$ cat config.mk
export PLATFORM = sky130hd
export DESIGN_NAME = scan_deserializer
export DESIGN_NICKNAME = d
export VERILOG_FILES = /design/src/rtl/scan_deserializer.sv
export SDC_FILE = /design/constraint.sdc
export NUM_CORES = 1
export LEC_CHECK = 0
export CORE_UTILIZATION = 24
export CTS_CLUSTER_SIZE = 14
export DETAILED_ROUTE_END_ITERATION = 8
export SLEW_MARGIN = 30
export SYNTH_ARGS = -nofsm -noshare
export SYNTH_HDL_FRONTEND = slang
export SYNTH_SLANG_ARGS = --single-unit
$ cat constraint.sdc
create_clock -name clk -period 3.6 [get_ports clk]
set_clock_uncertainty 0.15 [all_clocks]
set_input_delay 0.72 -clock clk [delete_from_list [all_inputs] [get_ports clk]]
set_output_delay 0.72 -clock clk [all_outputs]
set_load 0.01 [all_outputs]
$ cat src/rtl/scan_deserializer.sv
// ==== scan_deserializer: slot-based serial-to-parallel receiver, 8 slots of 2^SLOT_BITS cycles, LSB first
// ==== Rev 1.0 | optional SYNC_FLYWHEEL_EN: tolerate up to two consecutive missing syncs
`default_nettype none

module scan_deserializer #(
  parameter int SLOT_BITS = 25
) (
  input  logic       clk,
  input  logic       rst_n,
  input  logic       data_in,
  input  logic       sync,
  output logic [7:0] Q,
  output logic       valid,
  output logic [7:0] slot_oh,
  output logic       locked,
  output logic       frame_err
);

  typedef enum logic [0:0] {IDLE = 1'b0, RUN = 1'b1} state_t;

  localparam logic [SLOT_BITS-1:0] C_MID  = {1'b1, {(SLOT_BITS-1){1'b0}}};
  localparam logic [SLOT_BITS-1:0] C_LAST = '1;
  localparam logic [SLOT_BITS-1:0] C_ONE  = {{(SLOT_BITS-1){1'b0}}, 1'b1};

  state_t               state;
  logic [SLOT_BITS-1:0] cyc_cnt;
  logic [2:0]           slot_idx;
  logic [7:0]           shift;

  logic                 w_at_start;
  logic [2:0]           w_slot_next;
  logic [7:0]           w_word;
  logic                 w_miss_drop;

`ifdef SYNC_FLYWHEEL_EN
  logic [1:0]           miss_cnt;
  assign w_miss_drop = (miss_cnt == 2'd2);
`else
  assign w_miss_drop = 1'b1;
`endif

  assign w_at_start  = (cyc_cnt == '0) && (slot_idx == 3'd0);
  assign w_slot_next = slot_idx + {2'b00, (cyc_cnt == C_LAST)};

  // Word as it stands after this cycle's sample; bit 7 reaches Q directly.
  always_comb begin
    w_word           = shift;
    w_word[slot_idx] = data_in;
  end

  always_ff @(posedge clk or negedge rst_n) begin
    if (!rst_n) begin
      state     <= IDLE;
      cyc_cnt   <= '0;
      slot_idx  <= 3'd0;
      shift     <= 8'h00;
      Q         <= 8'h00;
      valid     <= 1'b0;
      slot_oh   <= 8'h00;
      locked    <= 1'b0;
      frame_err <= 1'b0;
`ifdef SYNC_FLYWHEEL_EN
      miss_cnt  <= 2'd0;
`endif
    end else begin
      valid     <= 1'b0;
      frame_err <= 1'b0;
      if (state == IDLE) begin
        if (sync) begin
          state    <= RUN;
          cyc_cnt  <= C_ONE;
          slot_idx <= 3'd0;
          shift    <= 8'h00;
          slot_oh  <= 8'h01;
          locked   <= 1'b1;
`ifdef SYNC_FLYWHEEL_EN
          miss_cnt <= 2'd0;
`endif
        end
      end else if (sync && !w_at_start) begin
        // Misplaced sync: drop the partial word and restart the frame here.
        frame_err <= 1'b1;
        cyc_cnt   <= C_ONE;
        slot_idx  <= 3'd0;
        shift     <= 8'h00;
        slot_oh   <= 8'h01;
`ifdef SYNC_FLYWHEEL_EN
        miss_cnt  <= 2'd0;
`endif
      end else if (!sync && w_at_start && w_miss_drop) begin
        frame_err <= 1'b1;
        state     <= IDLE;
        cyc_cnt   <= '0;
        slot_idx  <= 3'd0;
        shift     <= 8'h00;
        slot_oh   <= 8'h00;
        locked    <= 1'b0;
`ifdef SYNC_FLYWHEEL_EN
        miss_cnt  <= 2'd0;
`endif
      end else begin
`ifdef SYNC_FLYWHEEL_EN
        if (!sync && w_at_start) begin
          frame_err <= 1'b1;
          miss_cnt  <= miss_cnt + 2'd1;
        end else if (sync) begin
          miss_cnt  <= 2'd0;
        end
`endif
        cyc_cnt  <= cyc_cnt + C_ONE;
        slot_idx <= w_slot_next;
        slot_oh  <= 8'b1 << w_slot_next;
        if (cyc_cnt == C_MID) begin
          shift <= w_word;
          if (slot_idx == 3'd7) begin
            Q     <= w_word;
            valid <= 1'b1;
          end
        end
      end
    end
  end

endmodule

`default_nettype wire

==> metrics.txt, run 1 <==
Worst Setup SP cyc_cnt[9]; final slew viol count 0; vias per inst 4.975; total number of vias 2582; Row Count 41; xor and xnor fraction of the mapped netlist area 0.02268; Setup Buffers After CTS 0; total CTS buffers 5; Area Growth Syn to Fin 19.24%; worst r2r src cyc_cnt[9]; YS warnings 0; proportion of layout cells with a drive suffix above 1 0.1009; first-pass GRT wire length 13030 um; Slew HR 0.5742; Leakage 1.480 nW; Die Width 115.5 um; Adder-Cell Fraction of Synth Area 0.02430; 1st-iter DRT viols between 150 and 200; vias in the first global route ~2500; antenna violations before repair 0; critical path fanouts, max 15; grt total ovfl 0; Num Clock Sinks 56; pre-CTS WS 0.2081 ns; DRT antenna net count 0; Post-CTS Hold Buffers 0; Pre-antenna DRT Iters 6; #FFs+latches synth 56; Clock Root Buffer clkbuf_16; DP HPWL 5253 um; Async SR Flop Fraction 1.000; mux share of post-synthesis cell area 0.05346; WP data arrival 3.36 ns; Final WS setup around 0.32 ns; full die area 13330 um^2; failing checks design-rule violations; Post-route DRC 2; HP Class primary input to asynchronous set/reset pin; largest net degree at the start of global routing 49; number of synthesized flops with an enable pin 0; Synth Area in Simple Gates 0.2742; CP startpoint kind flip-flop; largest family of logic cells by synthesized area simple AND/OR/NAND/NOR gates; Cell Pwr Density 457.9 nW/um^2; Skew-Pair Late Insertion Delay 0.30 ns; Mapped Nets 334; Post-synth top flop dfrtp_1; max cap viols 0; most common cell after layout, fill and taps aside dfrtp_1; final setup fails 0; CTS tree yes; Final Hold Fails 0; Total GRT Usage 0.1237; status complete, but fails checks; GP Congestion approximately 0.82; diode count 0; Setup TNS 0 ns; Die Span Y ~120 um; complex-gate fraction of the synthesized area 0.1280; clk slew on worst S/H paths ~0.080 ns; final critical-path required period 3.280 ns; Initial Util 0.2458; worst slew pin tran between 0.6 and 0.7 ns; Cell Area, Synth approximately 3000 um^2; unique cell type count in the Yosys netlist 45; Max Clk Rate 304.9 MHz; Max clock buf depth 2; CP endpoint kind flip-flop; sequential element share of the synthesized area 0.4536; WL/cell 14.74 um; Final Cell Area around 3700 um^2; Post-Syn Instances 324; placed standard-cell area roughly 3500 um^2; Final #Nets 356; htree depth 2; commonest non-fill, non-tap cells in the layout 56 x dfrtp_1, 26 x nand2_1, 26 x o21ai_0; Peak VDD IR 0.1849 mV; synthesized area per cell 9.535 um^2; core area 12570 um^2; fin crit share 0.9110; RSZ-0062 raised after global routing false; Total Wirelength 7648 um; port bufs 22; boundary pin count 23; worst setup path category flip-flop to flip-flop; Worst Path Required approximately 3.7 ns
==> stage by stage <==
stage            util  hold WS (ns)  power [mW]  cells
4_1_cts        0.2919        0.3168       1.684    519
3_5_place_dp   0.2799        0.3243       1.175    511
6_report       0.2931        0.2921       1.687    519
2_1_floorplan       -        0.2744       1.009    324
5_1_grt        0.2931        0.3211       1.788    519
3_3_place_gp   0.2797        0.3202       1.161    511
==> final cells by class <==
cell class                      count  area (um^2)
Multi-Input combinational cell    236         1568
Sequential cell                    56         1401
Timing Repair Buffer               32        292.8
Tap cell                          172        215.2
Inverter                           15        56.30
Clock inverter                      3        25.02
Clock buffer                        5        125.1
Fill cell                        1301         8885
==> routing by layer <==
layer | track usage | part of all wire | vias to the layer above
li1 | - | - | 1250
met1 | 0.1703 | 0.47 | 1248
met5 | 0 | 0 | -
met3 | 0.02197 | 0.049 | 11
met2 | 0.1948 | 0.47 | 73
met4 | 0.04329 | 0.019 | 0
==> report_power, final <==
part / switching (mW) / internal [mW]
combinational: 0.301 / 0.166
sequential: 0.0463 / 0.663
clock: 0.247 / 0.264
total: 0.594 / 1.09
==> synthesized netlist by cell type, types with 9 or more instances <==
cell / count / area, um^2
nand3_1: 22 / 110.1
a21oi_1: 14 / 70.07
nand4_1: 15 / 93.84
clkbuf_1: 15 / 56.30
o21ai_0: 26 / 130.1
nor3_1: 9 / 45.04
nor2_1: 19 / 71.32
nand2_1: 26 / 97.59
or3_1: 9 / 56.30
mux2i_1: 15 / 150.1
dfrtp_1: 56 / 1401
inv_1: 15 / 56.30
==> kinds of logic after synthesis <==
group | count (synthesis)
AOI/OAI and AO/OA | 64
xor gates and xnor gates | 8
adders and majority gates | 6
buffers and inverters | 32
DFF | 56
muxes | 16
and+or+nand+nor | 142
==> critical path, stage by stage, from the launching register on <==
cell	delay, ns
dfrtp_1	0.44
nor4_2	0.46
nand2_1	0.18
or4_2	0.66
ha_1	0.26
or3b_4	0.48
nor4_1	0.31
o21ai_0	0.16
nand3_1	0.10
==> state kept, by name, indices dropped and copies added, names as in the netlist <==
| name | cells |
|---|---|
| Q | 8 |
| cyc_cnt | 25 |
| frame_err | 1 |
| locked | 1 |
| shift | 8 |
| slot_idx | 3 |
| slot_oh | 8 |
| state | 1 |
| valid | 1 |
==> worst paths after layout <==
| check | end | slack (ns) | cells past startpoint |
|---|---|---|---|
| min | slot_oh[7] | 0.29 | 1 |
| max in group asynchronous | Q[7] | 2.43 | 2 |
| min reg2reg | shift[0] | 0.34 | 1 |
| min in group clk | shift[0] | 0.34 | 1 |
| max reg2reg | slot_oh[5] | 0.32 | 8 |
| max | slot_oh[5] | 0.32 | 8 |
==> repair_timing <==
item / CTS / global route
resized for setup: 0 / 3
setup endpoints to repair: 0 / 5
hold endpoints to repair: 0 / 0
Note: power is estimated with default switching activity, not from simulation.
==> inputs of run 2 (changes only) <==
--- a/config.mk
+++ b/config.mk
@@ -5,9 +5,11 @@
 export SDC_FILE = /design/constraint.sdc
 export NUM_CORES = 1
 export LEC_CHECK = 0
+export CAP_MARGIN = 20
 export CORE_UTILIZATION = 24
 export CTS_CLUSTER_SIZE = 14
 export DETAILED_ROUTE_END_ITERATION = 8
+export PLACE_DENSITY_LB_ADDON = 0.1
 export SLEW_MARGIN = 30
 export SYNTH_ARGS = -nofsm -noshare
 export SYNTH_HDL_FRONTEND = slang
==> constraint.sdc (replaced) <==
create_clock -name clk -period 3.7 [get_ports clk]
set_clock_uncertainty 0.15 [all_clocks]
set_input_delay 0.74 -clock clk [delete_from_list [all_inputs] [get_ports clk]]
set_output_delay 0.74 -clock clk [all_outputs]
set_load 0.01 [all_outputs]
==> run 2 against run 1 <==
The flow now finishes without violations. Maximum frequency is 5.8% lower. Sequential cell count unchanged. First-iteration DRC count shrank 15%. Worst hold slack got worse by 0.028 ns. Utilization increased by 0.25 points. Combinational power increased by 3%. Clock power increased by 0.8%. Sequential share of layout area is 0.32 points lower. Total power barely moved. Sequential power fell by 2%. Clock-buffer cell count did not move. Largest power group unchanged. Highest routed layer unchanged.
==> metrics.txt, run 2 (same netlist as run 1, synthesis figures left out) <==
status completed; Cell Pwr Density 454.3 nW/um^2 (-0.80%); clk slew on worst S/H paths 0.08 ns (about the same); worst r2r src cyc_cnt[0]; Clock Root Buffer clkbuf_16; met1 WL 4201 um (+18%); diode count 0 (unchanged); Post-route DRC 0 (-2); final slew viol count 0 (unchanged); worst setup path category flip-flop to flip-flop; worst slew pin tran 0.6739 ns (+0.03865 ns); Reg2Reg Depth 10 (+2); CP cell instances inv_1 > ha_1 > nor4b_4 > nand4_2 > or4_2 > ha_1 > or3b_2 > nor4_1 > o21ai_0 > nand3_1; Final Hold Fails 0 (unchanged); Row Count 41 (unchanged); Num Clock Sinks 56 (unchanged); total number of vias 2529 (-2.1%); final critical-path required period 3.480 ns (+0.2001 ns); Initial Util 0.2458 (unchanged); Slowest Stage Delay on Critical Path 0.69 ns (+0.03 ns); commonest non-fill, non-tap cells in the layout 56 x dfrtp_1, 26 x nand2_1, 26 x o21ai_0; fin crit share 0.9405 (+0.02947); CTS tree yes; Area Growth Syn to Fin 20.25%; max cap viols 0 (unchanged); largest net degree at the start of global routing 41 (-16%); boundary pin count 23 (unchanged); htree depth 2 (unchanged); antenna violations before repair 0 (unchanged); CP endpoint kind flip-flop; CP max stage cell or4_2; Final WS setup 0.2202 ns (-0.1001 ns); RSZ-0062 raised after global routing false; DP HPWL 5742 um (+9.3%); vias in the first global route 2540 (+2.5%); end of the worst register-to-register path slot_oh[5]; core area 12570 um^2 (unchanged); highest routed layer met4; DR WL met2 3551 um (-0.53%); Die Span Y 115.5 um (unchanged); WL/cell 15.61 um (+5.9%); proportion of layout cells with a drive suffix above 1 0.1136 (+0.01277); CP dominant cell by count ha_1; Leakage 1.499 nW (+1.3%); pre-CTS WS 0.2151 ns (+0.007033 ns); Worst Path Required 3.80 ns (+0.12 ns); Largest register FFs 25 (unchanged); Layout Utilization 0.2956 (+0.002489); Multi-input gate area 1559 um^2 (-0.56%); DRT antenna net count 0 (unchanged); Die Width 115.5 um (unchanged); most common cell after layout, fill and taps aside dfrtp_1; GP Congestion 0.7463 (-8.9%); non-filler instance count after layout 524 (+0.96%); final setup fails 0 (unchanged); WP data arrival 3.58 ns (+0.22 ns); Final #Nets 361 (+1.4%); Post-CTS Hold Buffers 0 (unchanged); Peak VDD IR 0.1946 mV (+5.2%); CP startpoint kind flip-flop; Power Total 1.688 mW (about the same); vias per inst 4.826 (-3.0%); port bufs 22 (unchanged); total CTS buffers 5 (unchanged); 1st-iter DRT viols 154 (-15%); Skew-Pair Late Insertion Delay 0.31 ns (about the same); Slew HR 0.5483 (-0.02591); Setup TNS 0 ns (unchanged); R2R Setup Slk 0.22 ns (-0.10 ns); placed instance count 516 (+0.98%); Met3 Wirelength 332 um (-11%); Total Wirelength 8180 um (+7.0%); Pre-antenna DRT Iters 4 (-2); Reg with most FFs cyc_cnt; grt total ovfl 0 (unchanged); storage element area 1401 um^2 (unchanged); HP Class primary input to asynchronous set/reset pin; Max clock buf depth 2 (unchanged); Max Clk Rate 287.4 MHz (-5.8%); Fill cells 1329 (+2.2%); critical path fanouts, max 15 (unchanged); first-pass GRT wire length 13590 um (+4.3%); full die area 13330 um^2 (unchanged); Total GRT Usage 0.1358 (+0.01211)
run 2: how the worst max path moves through the flow:
stage,startpoint,to,slack (ns),cells past startpoint
global placement,cyc_cnt[0],slot_oh[5],0.22,10
CTS,cyc_cnt[0],slot_oh[5],0.19,10
detailed placement,cyc_cnt[0],slot_oh[5],0.22,10
finish,cyc_cnt[0],slot_oh[5],0.22,10
floorplan,cyc_cnt[0],cyc_cnt[22],0.47,11
global route,cyc_cnt[0],shift[7],0.04,13
run 2: critical path, delay by kind of cell, from the launching register on:
family	cells	cell delay, ns
and+or+nand+nor	6	2.15
DFF	1	0.45
AOI/OAI and AO/OA	1	0.15
adders and majority gates	2	0.43
buffers and inverters	1	0.11
run 2: repair_timing:
item                                    CTS  global route
buffers inserted                          0             0
resized for setup                         0             1
endpoints found under the setup margin    0             2
endpoints found under the hold margin     0             0
run 2: routing by layer:
layer  GRT usage  up-vias
li1            -     1259
met4     0.04675        0
met2      0.1968       40
met1      0.1929     1225
met3     0.03713        5
met5           0        -
run 2: power by group:
part	leakage (nW)	internal [mW]	switching, mW
clock	0.0719	0.258	0.257
sequential	0.728	0.645	0.0468
combinational	0.699	0.177	0.304
total	1.50	1.08	0.608
run 2: metrics by stage:
step	hold WS [ns]	area [um^2]
detailed placement	0.3237	3556
finish	0.2641	3715
CTS	0.2813	3709
floorplan	0.2944	3089
global route	0.2961	3715
global placement	0.3191	3553
run 2: area by class of cell:
type / count / area share
Clock buffer: 5 / 0.03368
Clock inverter: 3 / 0.007410
Inverter: 15 / 0.01516
Multi-Input combinational cell: 236 / 0.4197
Sequential cell: 56 / 0.3772
Tap cell: 172 / 0.05793
Timing Repair Buffer: 37 / 0.08892
